`src/rtl/mock_gamepad_multi_if.sv`:
```
// mock_gamepad_multi_if: serial gamepad port bundle between a reader (master) and the mock pad (slave)
interface mock_gamepad_multi_if #(
  parameter int PLAYERS = 2,
  parameter int BUTTONS = 12
);
  logic [PLAYERS*BUTTONS-1:0] pad_btn;
  logic [PLAYERS-1:0] pad_connected;
  logic pad_clk;
  logic pad_latch;
  logic [PLAYERS-1:0] pad_out;
  logic [$clog2(BUTTONS+1)-1:0] bits_read;
  logic read_done;
  logic [15:0] latch_count;
  modport master(
    output pad_btn, pad_connected, pad_clk, pad_latch,
    input pad_out, bits_read, read_done, latch_count
  );
  modport slave(
    input pad_btn, pad_connected, pad_clk, pad_latch,
    output pad_out, bits_read, read_done, latch_count
  );
endinterface

```
`src/rtl/mock_gamepad_multi.sv`:
```
// mock_gamepad_multi: multi-player latched shift-register gamepad model with synchronised pad_clk/pad_latch
module mock_gamepad_multi #(
  parameter int PLAYERS = 2,
  parameter int BUTTONS = 12,
  parameter int ACTIVE_LOW = 1,
  parameter int FILL_BIT = 1
) (
  input logic clk,
  input logic reset,
  mock_gamepad_multi_if.slave bus
);
  localparam int BW = $clog2(BUTTONS + 1);
  localparam logic REL = ACTIVE_LOW[0];
  localparam logic [BUTTONS-1:0] RELEASED = {BUTTONS{REL}};
  localparam logic [BUTTONS-1:0] ONE = 1;
  localparam logic [BUTTONS-1:0] FILL_MSB = FILL_BIT[0] ? ONE << (BUTTONS - 1) : '0;
  localparam logic [BW-1:0] FULL = BW'(BUTTONS);
  logic [2:0] cs, ls;
  logic [PLAYERS-1:0][BUTTONS-1:0] sr;
  logic [BW-1:0] cnt;
  logic full_q, done;
  logic [15:0] lc;
  logic clk_rise, latch_fall, latch_hi;
  assign clk_rise = cs[1] & ~cs[2];
  assign latch_fall = ls[2] & ~ls[1];
  assign latch_hi = ls[1];
  always_ff @(posedge clk) begin
    if (reset) begin
      cs <= '0;
      ls <= '0;
      sr <= {PLAYERS{RELEASED}};
      cnt <= '0;
      full_q <= 1'b0;
      done <= 1'b0;
      lc <= '0;
    end else begin
      cs <= {cs[1:0], bus.pad_clk};
      ls <= {ls[1:0], bus.pad_latch};
      // done is registered from the transition into FULL, so it lands one edge after bits_read
      full_q <= cnt == FULL;
      done <= (cnt == FULL) && !full_q;
      if (latch_fall) lc <= lc + 16'd1;
      if (latch_hi) begin
        for (int p = 0; p < PLAYERS; p++) sr[p] <= bus.pad_btn[p*BUTTONS +: BUTTONS] ^ RELEASED;
        cnt <= '0;
      end else if (clk_rise) begin
        for (int p = 0; p < PLAYERS; p++) sr[p] <= (sr[p] >> 1) | FILL_MSB;
        cnt <= (cnt == FULL) ? cnt : cnt + 1'b1;
      end
    end
  end
  always_comb begin
    bus.pad_out = '0;
    for (int p = 0; p < PLAYERS; p++) bus.pad_out[p] = bus.pad_connected[p] ? sr[p][0] : REL;
  end
  assign bus.bits_read = cnt;
  assign bus.read_done = done;
  assign bus.latch_count = lc;
endmodule

```
`src/flat_wrapper.sv`:
```
// flat-port wrapper written by rule: the top's interface ports become plain ports
module mock_gamepad_multi_flat 
#(
  parameter int PLAYERS = 2,
  parameter int BUTTONS = 12,
  parameter int ACTIVE_LOW = 1,
  parameter int FILL_BIT = 1
)
  (clk, reset, bus_pad_btn, bus_pad_connected, bus_pad_clk, bus_pad_latch, bus_pad_out, bus_bits_read, bus_read_done, bus_latch_count);
  mock_gamepad_multi_if #(.PLAYERS(PLAYERS), .BUTTONS(BUTTONS)) bus_i ();
  input logic clk;
  input logic reset;
  input wire logic [$bits(bus_i.pad_btn)-1:0] bus_pad_btn;
  input wire logic [$bits(bus_i.pad_connected)-1:0] bus_pad_connected;
  input wire logic [$bits(bus_i.pad_clk)-1:0] bus_pad_clk;
  input wire logic [$bits(bus_i.pad_latch)-1:0] bus_pad_latch;
  output wire logic [$bits(bus_i.pad_out)-1:0] bus_pad_out;
  output wire logic [$bits(bus_i.bits_read)-1:0] bus_bits_read;
  output wire logic [$bits(bus_i.read_done)-1:0] bus_read_done;
  output wire logic [$bits(bus_i.latch_count)-1:0] bus_latch_count;
  assign bus_i.pad_btn = bus_pad_btn;
  assign bus_i.pad_connected = bus_pad_connected;
  assign bus_i.pad_clk = bus_pad_clk;
  assign bus_i.pad_latch = bus_pad_latch;
  assign bus_pad_out = bus_i.pad_out;
  assign bus_bits_read = bus_i.bits_read;
  assign bus_read_done = bus_i.read_done;
  assign bus_latch_count = bus_i.latch_count;
  mock_gamepad_multi #(.PLAYERS(PLAYERS), .BUTTONS(BUTTONS), .ACTIVE_LOW(ACTIVE_LOW), .FILL_BIT(FILL_BIT)) u_core (.clk(clk), .reset(reset), .bus(bus_i));
endmodule
```
`config.mk`:
```
export PLATFORM = sky130hd
export DESIGN_NAME = mock_gamepad_multi_flat
export DESIGN_NICKNAME = d
export VERILOG_FILES = /design/src/rtl/mock_gamepad_multi_if.sv /design/src/rtl/mock_gamepad_multi.sv /design/src/flat_wrapper.sv
export SDC_FILE = /design/constraint.sdc
export NUM_CORES = 1
export LEC_CHECK = 0
export CAP_MARGIN = 20
export CELL_PAD_IN_SITES_DETAIL_PLACEMENT = 1
export CELL_PAD_IN_SITES_GLOBAL_PLACEMENT = 2
export CORE_MARGIN = 2
export CORE_UTILIZATION = 27
export DETAILED_ROUTE_END_ITERATION = 10
export PLACE_DENSITY = 0.73
export SLEW_MARGIN = 10
export SYNTH_ARGS = -nofsm -noshare
export SYNTH_HDL_FRONTEND = slang
export SYNTH_SLANG_ARGS = --single-unit
```
`constraint.sdc`:
```
create_clock -name clk -period 1.4 [get_ports clk]
set_input_delay 0.14 -clock clk [delete_from_list [all_inputs] [get_ports clk]]
set_output_delay 0.14 -clock clk [all_outputs]
set_load 0.01 [all_outputs]
```
# Word level (Yosys, flattened, before mapping)

Cells that the tools add are included.

Register bits after elaboration: 52
Bits of input ports: 30
Output and inout bits: 23
Word-level logic and storage cells: 27

$add $sub $neg: 2
Equality and inequality tests: 1
Muxes and demuxes: 4
Bitwise gates (word level): 7
Reductions and logical operators: 5

Operators by type and width:

| cell                    | number |
|---|---|
| $mux W24                | 2 |
| $not A12 Y12            | 2 |
| $add A16 B1 Y16 const B | 1 |
| $add A4 B1 Y4 const B   | 1 |
| $eq A4 B4 Y1 const B    | 1 |
| $not A1 Y1              | 3 |
| $and A1 B1 Y1           | 2 |
| $mux W1                 | 2 |
| $reduce_and A2 Y1       | 1 |
| $reduce_bool A2 Y1      | 1 |
| $reduce_or A2 Y1        | 1 |
| $logic_and A1 B1 Y1     | 1 |
| $logic_not A1 Y1        | 1 |

# Depth between registers and ports, before layout

Depth after elaboration: 4
Depth in mapped cells: 6
Mapped depth without buffers: 6

# Worst setup path after synthesis

No wires, ideal clock.

Path type: flip-flop to flip-flop
Start: register u_core.lc[3] (netlist: u_core.bus.latch_count[3])
End: register u_core.lc[13] (netlist: u_core.bus.latch_count[13])
Library setup time: 0.070 ns
Arrival: 1.484 ns
Data required time: 1.330 ns
Path slack: -0.154 ns
Cell stages (with the launch flop): 5
Buffers on the path: 0
Period minus slack after synthesis: 1.554 ns
Cells stage by stage: dfxtp_1 > nand4_2 > or3_1 > or3_1 > a21oi_1

Longest elaborated chain between the ends: 1

RTL lines:

| element                  | line                     | text |
|---|---|---|
| start: declaration       | mock_gamepad_multi.sv:22 | `logic [15:0] lc;` |
| start signal: assignment | mock_gamepad_multi.sv:42 | `if (latch_fall) lc <= lc + 16'd1;` |
| $add A16 B1 Y16          | mock_gamepad_multi.sv:42 |  |

No other way between the ends.
A chain may end at the register's enable or synchronous reset.

# Worst setup path in the final report

Start: register u_core.cs[1]
End: register u_core.sr[18] in the netlist's numbering

Longest elaborated chain between the ends: 2

RTL lines:

| element                      | line                     | text |
|---|---|---|
| start: declaration           | mock_gamepad_multi.sv:18 | `logic [2:0] cs, ls;` |
| start signal: assignment     | mock_gamepad_multi.sv:37 | `cs <= {cs[1:0], bus.pad_clk};` |
| $and A1 B1 Y1                | mock_gamepad_multi.sv:24 | `assign clk_rise = cs[1] & ~cs[2];` |
| $reduce_bool A2 Y1 (no line) | n/a                      |  |
| end signal: assignment       | mock_gamepad_multi.sv:31 | `sr <= {PLAYERS{RELEASED}};` |
| end: declaration             | mock_gamepad_multi.sv:19 | `logic [PLAYERS-1:0][BUTTONS-1:0] sr;` |

No other way between the ends.

==> flow_metrics.tcl <==
set metrics [dict create \
    initial_utilization 0.280 \
    rsz0062_at_grt "true" \
    cp-start-kind "flop" \
    r2r_end "u_core.sr[18]" \
    crit_type "flop to flop" \
    grt_max_degree 56 \
    fp.dieW_microns 96.5 \
    syn_avg_cell_area_sq_um 9.02 \
    drcViolationCount 0 \
    synth_top_cell_by_area "dfxtp_1" \
    finalHoldViolCount 0 \
    cts_buffer_depth 2 \
    hold_depth 2 \
    synthDistinctLibCells 29 \
    die_height_microns 96.5 \
    port_buffers 52 \
    setup_viol 0 \
    syn_inst 256 \
    antenna_found_initial 0 \
    slew_violations 0 \
    critPathRequiredTime_ns 1.59 \
    vias 1948 \
    insertion_delay_ns 0.30 \
    finalCriticalPeriod_ns 1.37 \
    dp.cells 420 \
    r2r_slack_ns 0.03 \
    synth_edf_count 0 \
    rr_worst_depth 5 \
    ant_nets 0 \
    synth_nets 289 \
    rows 33 \
    h-tree-depth 2 \
    skew_ns 0.00395 \
    grt_pass1_vias 1918 \
    nets 359 \
    ys_ff_latch 52 \
    hold_end "u_core.bus.latch_count[7]" \
    place_congestion 0.766 \
    slew_headroom 0.712 \
    io_pins 53 \
    wire_per_inst_microns 12.9 \
    drtPass1Iterations 4 \
    final_cells 432 \
    synth_top_flop_cell "dfxtp_1" \
    cts_hold_buf 0 \
    drtIter0Drc 31 \
    fmax_ghz 0.730 \
    async_reset_ff_frac 0 \
    synth_area_leaders "dfxtp_1 45%, mux2_2 12%, nand2b_1 6.8%, o21ai_0 5.2%, nand2_1 4.6%" \
    grt_pass1_wl_microns 8890 \
    worst_setup_path_end_kind "flop" \
    p_leak_nw 1.43 \
    netlist.area_leader.share 0.451 \
    diodes 0 \
    clk_pin_slew_ns 0.09 \
    core_sq_um 8260 \
    grt_overflow 0 \
    cts_tree "yes" \
    synth_warnings 0 \
    vias_per_cell 4.51 \
    syn_to_final_growth_pct 48.3 \
    routed_wl_microns 5570 \
    dp_slack_ns -0.0297 \
    cellPowerDensity_nw_per_um2 789 \
    worstMarginPinSlew_ns 0.432 \
    min_from "reset" \
    vdd_drop_max_v 0.000341 \
    drv_cap 0 \
    hold_ws_ns 0.257 \
    seq_area_frac_synth 0.451 \
    min_path_type "input port to flop" \
    power_w 0.00270 \
    clkSinkCount 52 \
    fin_crit_sh 0.978 \
    cts-root-buf "clkbuf_8" \
    cp.arrival_ns 1.56 \
    status "finished, final reports clean" \
    drive_gt1_frac 0.315 \
    track_usage 0.122 \
    synthesis.area_sq_um 2310 \
    reg2reg_from "u_core.cs[1]" \
    worstPathMaxFanout 8 \
    hpwlAfterDp_microns 3810 \
    cts_inserted_buffers 5 \
    die-area_sq_um 9310 \
    fin_ws_ns 0.0310 \
]
==> cell usage in the layout (no fill, tap or decap), drive strengths merged <==
cell type and count:
clkbuf 9, ha 3, and3 1, dlymetal6s2s 5, xor2 8, mux2 24
and2 1, clkdlybuf4s50 31, or2 2, buf 27, nor2 16, or3 2
nor3 9, nand4 6, xnor2 5, nor4 2, nand3 8, mux2i 2
nand4b 1, and4 1, o21ai 24, nor2b 10, dlygate4sd2 15, inv 3
dfxtp 52, a31o 1, and4b 2, a21oi 4, nand2 28, nand2b 25
==> synthesized netlist by cell type, drive strengths merged, types with 3 or more instances <==
cell type,count
clkbuf,11
nor3,9
nand2b,25
buf,5
mux2,24
nand3,8
xor2,8
inv,3
nor2b,10
nand4,6
dfxtp,52
o21ai,24
nor2,16
nand2,28
xnor2,5
a21oi,4
ha,3
==> through the flow <==
step	area, sq um	util	setup TNS [ns]
after floorplan	2340	-	-0.0687
after global placement	3130	0.379	0
after detailed placement	3130	0.379	-0.0673
after CTS	3220	0.390	0
after global routing	3420	0.415	-0.330
final	3420	0.415	0
==> sequential cells by signal, indices dropped and copies added, names as in the netlist <==
name and flops:
u_core.full_q 1, u_core.bus.read_done 1, u_core.bus.bits_read 4, u_core.sr 24
u_core.ls 3, u_core.cs 3, u_core.bus.latch_count 16
==> per-layer routing <==
| metal | part of all wire | global-route usage | vias up |
|---|---|---|---|
| met5 | 0 | 0 | - |
| met4 | 0.011 | 0.0317 | 0 |
| met3 | 0.035 | 0.0248 | 4 |
| met2 | 0.49 | 0.213 | 27 |
| met1 | 0.46 | 0.153 | 920 |
| li1 | - | - | 997 |
==> cells by family (layout without fill, tap and decap cells) <==
family          count (synthesis)  count (layout)  share of synthesized area
buf+inv                        19              90                     0.0325
fa+ha+maj                       3               3                     0.0163
simple gates                  114             114                      0.261
xor+xnor                       13              13                     0.0493
mux                            26              26                      0.126
flops                          52              52                      0.451
compound gates                 29              29                     0.0645
==> where the power goes <==
part | leakage (nW) | internal [W] | switching (W)
Sequential | 0.431 | 0.00151 | 0.0000175
Combinational | 0.953 | 0.000176 | 0.000115
Clock | 0.0455 | 0.000405 | 0.000476
Total | 1.43 | 0.00209 | 0.000608
==> worst max-delay path: stages (launching register included) <==
cell,delay [ns]
dfxtp_2,0.33
nor2b_4,0.22
clkbuf_16,0.20
mux2_4,0.30
o21ai_1,0.14
nand2b_1,0.07
==> how the worst max path moves through the flow <==
stage / start / to / slack, ns / cells past startpoint
CTS: u_core.bus.latch_count[12] / u_core.bus.latch_count[13] / 0.009 / 4
global placement: u_core.bus.latch_count[5] / u_core.bus.latch_count[13] / 0.03 / 4
global route: u_core.cs[1] / u_core.sr[18] / -0.05 / 5
finish: u_core.cs[1] / u_core.sr[18] / 0.03 / 5
detailed placement: u_core.cs[1] / u_core.sr[8] / -0.03 / 5
floorplan: u_core.bus.latch_count[4] / u_core.bus.latch_count[13] / -0.04 / 4
==> final cells by class <==
| cell class | instances | area, sq um |
|---|---|---|
| Multi-Input combinational cell | 185 | 1350 |
| Tap cell | 105 | 131 |
| Sequential cell | 52 | 1060 |
| Timing Repair Buffer | 79 | 774 |
| Inverter | 3 | 11.3 |
| Fill cell | 941 | 4830 |
| Clock buffer | 8 | 90.1 |
==> what timing repair did <==
item | in CTS | in global routing
gates cloned | 0 | 1
buffers inserted | 0 | 3
setup endpoints to repair | 29 | 33
pin swaps | 2 | 10
resized for setup | 21 | 67
Power figures use the tool's default switching activity.
